## src/rtl/circle_point_gen_if.sv

```systemverilog
// Point-generator bus: draw request, current boundary point with valid/ready
// handshake, and progress flags.
interface circle_point_gen_if;
  logic       start;
  logic [9:0] xc;
  logic [9:0] yc;
  logic [7:0] radius;
  logic [9:0] px;
  logic [9:0] py;
  logic       pvalid;
  logic       pready;
  logic       busy;
  logic       done;

  modport master (
    output start, xc, yc, radius, pready,
    input  px, py, pvalid, busy, done
  );

  modport slave (
    input  start, xc, yc, radius, pready,
    output px, py, pvalid, busy, done
  );
endinterface

```

## src/rtl/circle_point_gen.sv

```systemverilog
// Midpoint circle rasteriser: walks one octant and emits the eight symmetric
// points per step, skipping off-screen candidates without a handshake.
module circle_point_gen #(
  parameter int H_RES = 640,
  parameter int V_RES = 480
) (
  input  logic               clk,
  input  logic               reset,
  circle_point_gen_if.slave  bus
);

  localparam logic [1:0] IDLE = 2'd0;
  localparam logic [1:0] EMIT = 2'd1;
  localparam logic [1:0] STEP = 2'd2;
  localparam logic [1:0] DONE = 2'd3;

  localparam logic signed [11:0] H_LIM = 12'(H_RES);
  localparam logic signed [11:0] V_LIM = 12'(V_RES);

  logic [1:0]         state;
  logic [2:0]         idx;
  logic [9:0]         xc_r;
  logic [9:0]         yc_r;
  logic [7:0]         x;
  logic [7:0]         y;
  logic signed [10:0] err;

  logic signed [11:0] xc_s, yc_s, x_s, y_s;
  logic signed [11:0] cx, cy;
  logic               on_screen;
  logic signed [11:0] x_n, y_n, err_n;

  assign xc_s = {2'b00, xc_r};
  assign yc_s = {2'b00, yc_r};
  assign x_s  = {4'b0000, x};
  assign y_s  = {4'b0000, y};

  // Octant mirror for the current idx; kept 12-bit signed so off-screen
  // negatives and overflow past 1023 are both visible to the range check.
  always_comb begin
    cx = xc_s + x_s;
    cy = yc_s + y_s;
    case (idx)
      3'd0: begin cx = xc_s + x_s; cy = yc_s + y_s; end
      3'd1: begin cx = xc_s + y_s; cy = yc_s + x_s; end
      3'd2: begin cx = xc_s - y_s; cy = yc_s + x_s; end
      3'd3: begin cx = xc_s - x_s; cy = yc_s + y_s; end
      3'd4: begin cx = xc_s - x_s; cy = yc_s - y_s; end
      3'd5: begin cx = xc_s - y_s; cy = yc_s - x_s; end
      3'd6: begin cx = xc_s + y_s; cy = yc_s - x_s; end
      default: begin cx = xc_s + x_s; cy = yc_s - y_s; end
    endcase
  end

  assign on_screen = (cx >= 12'sd0) && (cx < H_LIM) &&
                     (cy >= 12'sd0) && (cy < V_LIM);

  // Midpoint step: y always advances, x only when the error is non-negative.
  always_comb begin
    y_n = y_s + 12'sd1;
    x_n = x_s;
    err_n = 12'(err) + (y_n <<< 1) + 12'sd1;
    if (err >= 11'sd0) begin
      x_n   = x_s - 12'sd1;
      err_n = 12'(err) + ((y_n - x_n) <<< 1) + 12'sd1;
    end
  end

  assign bus.px     = cx[9:0];
  assign bus.py     = cy[9:0];
  assign bus.pvalid = (state == EMIT) && on_screen;
  assign bus.busy   = (state != IDLE);
  assign bus.done   = (state == DONE);

  // NOTE: only control state is reset; the latched centre/radius and the
  // x/y/err walk are always loaded on start before they are used.
  always_ff @(posedge clk) begin
    if (reset) begin
      state <= IDLE;
      idx   <= 3'd0;
    end else begin
      case (state)
        IDLE: begin
          if (bus.start) begin
            xc_r  <= bus.xc;
            yc_r  <= bus.yc;
            x     <= bus.radius;
            y     <= 8'd0;
            err   <= 11'sd1 - $signed({3'b000, bus.radius});
            idx   <= 3'd0;
            state <= EMIT;
          end
        end
        EMIT: begin
          if (!on_screen || bus.pready) begin
            idx <= idx + 3'd1;
            if (idx == 3'd7) state <= STEP;
          end
        end
        STEP: begin
          x   <= x_n[7:0];
          y   <= y_n[7:0];
          err <= err_n[10:0];
          idx <= 3'd0;
          state <= (x_n < y_n) ? DONE : EMIT;
        end
        default: state <= IDLE;
      endcase
    end
  end

endmodule

```

## src/flat_wrapper.sv

```systemverilog
// flat-port wrapper written by rule: the top's interface ports become plain ports
module circle_point_gen_flat 
#(
  parameter int H_RES = 640,
  parameter int V_RES = 480
)
  (clk, reset, bus_start, bus_xc, bus_yc, bus_radius, bus_pready, bus_px, bus_py, bus_pvalid, bus_busy, bus_done);
  circle_point_gen_if bus_i ();
  input  logic clk;
  input  logic reset;
  input wire logic [$bits(bus_i.start)-1:0] bus_start;
  input wire logic [$bits(bus_i.xc)-1:0] bus_xc;
  input wire logic [$bits(bus_i.yc)-1:0] bus_yc;
  input wire logic [$bits(bus_i.radius)-1:0] bus_radius;
  input wire logic [$bits(bus_i.pready)-1:0] bus_pready;
  output wire logic [$bits(bus_i.px)-1:0] bus_px;
  output wire logic [$bits(bus_i.py)-1:0] bus_py;
  output wire logic [$bits(bus_i.pvalid)-1:0] bus_pvalid;
  output wire logic [$bits(bus_i.busy)-1:0] bus_busy;
  output wire logic [$bits(bus_i.done)-1:0] bus_done;
  assign bus_i.start = bus_start;
  assign bus_i.xc = bus_xc;
  assign bus_i.yc = bus_yc;
  assign bus_i.radius = bus_radius;
  assign bus_i.pready = bus_pready;
  assign bus_px = bus_i.px;
  assign bus_py = bus_i.py;
  assign bus_pvalid = bus_i.pvalid;
  assign bus_busy = bus_i.busy;
  assign bus_done = bus_i.done;
  circle_point_gen #(.H_RES(H_RES), .V_RES(V_RES)) u_core (.clk(clk), .reset(reset), .bus(bus_i));
endmodule
```

## config.mk

```make
export PLATFORM = sky130hd
export DESIGN_NAME = circle_point_gen_flat
export DESIGN_NICKNAME = d
export VERILOG_FILES = /design/src/rtl/circle_point_gen_if.sv /design/src/rtl/circle_point_gen.sv /design/src/flat_wrapper.sv
export SDC_FILE = /design/constraint.sdc
export NUM_CORES = 1
export LEC_CHECK = 0
export ABC_CLOCK_PERIOD_IN_PS = 3700
export CORE_ASPECT_RATIO = 1.1
export CORE_MARGIN = 5
export CORE_UTILIZATION = 50
export DETAILED_ROUTE_END_ITERATION = 6
export PLACE_DENSITY = 0.75
export SLEW_MARGIN = 25
export SYNTH_ARGS = -nofsm -noshare
export SYNTH_HDL_FRONTEND = slang
export SYNTH_SLANG_ARGS = --single-unit
export TNS_END_PERCENT = 1
```

## constraint.sdc

```tcl
create_clock -name clk -period 3.7 [get_ports clk]
set_input_delay 0.74 -clock clk [delete_from_list [all_inputs] [get_ports clk]]
set_output_delay 0.74 -clock clk [all_outputs]
set_load 0.01 [all_outputs]
```

==> run summary <==
Status: finished with violations
Failing checks: setup timing
Delay-heaviest family, CP: compound AO/OA/AOI/OAI gates
Fin util: 73.6%
Unrepaired setup endpoints after global routing: true
Final GP Congestion: 0.951
Core Area: 0.0128 sq mm
# H-tree levels: 2
Top sig layer: met4
GRT overflow: 0
Slew @ Worst Pin: 0.946 ns
Synth top area share: 21.6%
CP arrival: 3.51 ns
Gr usage total: 28.1%
Yosys top cell by area: edfxtp_1
Area Overhead vs Synth: 43.4%
Fin. Hold Viols: 0
Worst relative slew slack: 36.9%
Total of max-cap violations: 0
Die Span Y: 130 um
Synthesized cell area: 0.00655 sq mm
Root buffer cell: clkbuf_16
Vias per Instance: 5.94
First-pass GRT wire length: 34800 um
CTS Hold Bufs: 0
DR vias: 7000
Pwr Density: 299 mW/mm^2
DRC: 0
Register area share after synthesis: 23.1%
Routed wl met2: 11400 um
Peak VDD IR: 0.251 mV
CP Capture Type: output pin
Initial Utilization: 51.3%
DP Cell Count: 1150
Largest net degree at the start of global routing: 28
IO buf count: 54
Synth top area cells: edfxtp_1 22%, ha_1 17%, xnor2_1 8.0%
CTS tree: yes
Met3 wire len: 1130 um
Number of buffers created by CTS: 5
Post-Synthesis Cells: 767
Post-route insts no fill: 1178
LEAKAGE: 4.16 nW
Max-slew violations: 0
Slowest library cell on the worst path: dfxtp_4
# rows: 43
WL met1: 8880 um
Vias in the first global route: 7178
Min Tclk post-route: 4.25 ns
Post-synth ARST share: 0%
Die W: 119 um
Post-synth EDFFs: 47
Synthesized area per cell: 8.54 sq um
Setup ws final: -0.547 ns
Ys Warns: 0
Clock-pin slew on the worst setup and hold paths: 0.07 ns
Clock Latency Late Sink: 0.31 ns
Req. time, crit path: 2.96 ns
NumNets Final: 1152
Initial DRC count: 444
CP startpoint kind: flip-flop
Critical setup path kind: flip-flop to output pin
Diode count: 0
Share of cells above drive strength 1: 30.2%
Worst-path maximum fanout: 6
Fmax: 0.235 GHz
Drt pass-1 iters: 5
Worst-path cell chain: inv_4 > ha_4 > mux2i_4 > buf_12 > buf_8 > nand2_4 > o21ai_2 > ha_1 > a21o_1 > a21oi_2 > nor2b_2 > o31a_1 > o211ai_1 > o21ai_2 > nor4b_4 > buf_2
Die area: 0.0155 sq mm
Fill count: 925
Worst hold start: u_core.idx[1]$_SDFFE_PP0P_
Wire length per cell: 19.0 um
Placed cell area: 0.00876 sq mm
Initial antenna violation count: 0
Clock skew: 0.00688 ns
CP most frequent cell: o21ai_2
Clk sinks: 52
Main synth FF type: edfxtp_1
Crit path launch: u_core.idx[1]$_SDFFE_PP0P_
HP Class: flip-flop to flip-flop
R2r startpoint: u_core.idx[1]$_SDFFE_PP0P_
CP bufs+invs: 4
I/O pin count: 55
Clock Path Buffers: 2
Net Count, Synth: 899
Synth unique cells: 72
Design area: 0.00939 sq mm
DP Wirelength: 17300 um
# setup viols final: 20
Routed WL: 22400 um
Max incr delay on CP: 0.40 ns
Period utilisation layout: 115%
Synth Register Bits: 52
Final ANT Viol Nets: 0
[cells in the final DEF, fill, tap and decap left out, drive strengths merged, types with 9 or more instances in the layout]
master         count
a21o              17
xor2              19
xnor2             60
fa                 9
nand3             11
inv               66
o21bai            13
nand2b            13
o221ai             9
edfxtp            47
nand2             76
nor3              13
o21a              15
nor2              46
a211oi            15
ha                91
a21oi             58
buf              210
o21ai             60
clkdlybuf4s50     37
nor2b             12
[worst paths after layout]
kind / slack (ns) / end / cells after the start
hold reg to reg: 0.64 / u_core.idx[1]$_SDFFE_PP0P_ / 2
setup reg to reg: -0.36 / u_core.idx[0]$_SDFFE_PP0P_ / 25
hold / removal: 0.64 / u_core.idx[1]$_SDFFE_PP0P_ / 2
setup / recovery: -0.55 / bus_pvalid / 16
[cell usage after synthesis (all sizes together), types with 6 or more instances]
cell type  instances
nor2b             12
ha                91
o22ai              6
or3                7
nand3             11
edfxtp            47
o21ai             60
a22oi              8
nand2b            13
xor2              19
xnor2             60
inv               66
fa                 9
o221ai             9
mux2i              6
nor2              46
o21bai            13
nand2             76
o21a              15
clkbuf            10
a21o              17
nor3              13
a21oi             57
a211oi            15
[kinds of logic after synthesis]
group	share of synthesized area (%)
simple gates	15.2
fa+ha+maj	20.1
mux	1.15
xor+xnor	10.6
buf+inv	4.76
compound gates	25.1
flops	23.1
[power breakdown]
part,internal (mW),switching (mW)
combinational,0.758,0.707
sequential,0.668,0.0298
clock,0.390,0.251
[tightest hold or removal path: stages, from the launching register on]
cell and delay [ns]:
dfxtp_4 0.40, mux2i_1 0.08, o32ai_1 0.11
[flip-flops by register name, indices dropped and copies added, names as in the netlist]
| name | cells |
|---|---|
| u_core.yc_r | 10 |
| u_core.xc_r | 10 |
| u_core.x | 8 |
| u_core.err | 11 |
| u_core.y | 8 |
| u_core.state | 2 |
| u_core.idx | 3 |
[stage by stage]
stage                     setup slack, ns  setup TNS [ns]  hold slack (ns)  power (mW)
final                              -0.547           -4.94            0.645        2.80
after global routing               -0.673           -8.23            0.667        2.96
after CTS                          -0.452           -4.86            0.641        2.73
after detailed placement           -0.660           -4.55            0.627        2.06
after global placement             -0.561           -3.05            0.591        2.02
after floorplan                   -0.0254         -0.0338            0.517        1.46
[metal layers]
layer,GRT usage [%],vias up
li1,-,3324
met1,31.3,3341
met2,52.6,259
met3,4.03,76
met4,13.8,0
met5,0,-
[timing repair]
| action | in CTS | in global routing |
|---|---|---|
| pin swaps | 26 | 30 |
| setup buffers | 10 | 8 |
| endpoints found under the hold margin | 0 | 0 |
| gates cloned | 2 | 0 |
| resized for setup | 62 | 48 |
| endpoints found under the setup margin | 24 | 25 |
[cell type report]
type / instances / area, sq um / area share, %
inverter: 66 / 253 / 2.69
multi-input combinational: 636 / 5100 / 54.3
clock buffer: 6 / 129 / 1.37
clock inverter: 2 / 60.1 / 0.640
timing repair buffer: 259 / 2130 / 22.7
tap: 157 / 196 / 2.09
sequential: 52 / 1520 / 16.2
(Power assumes the default switching activity.)
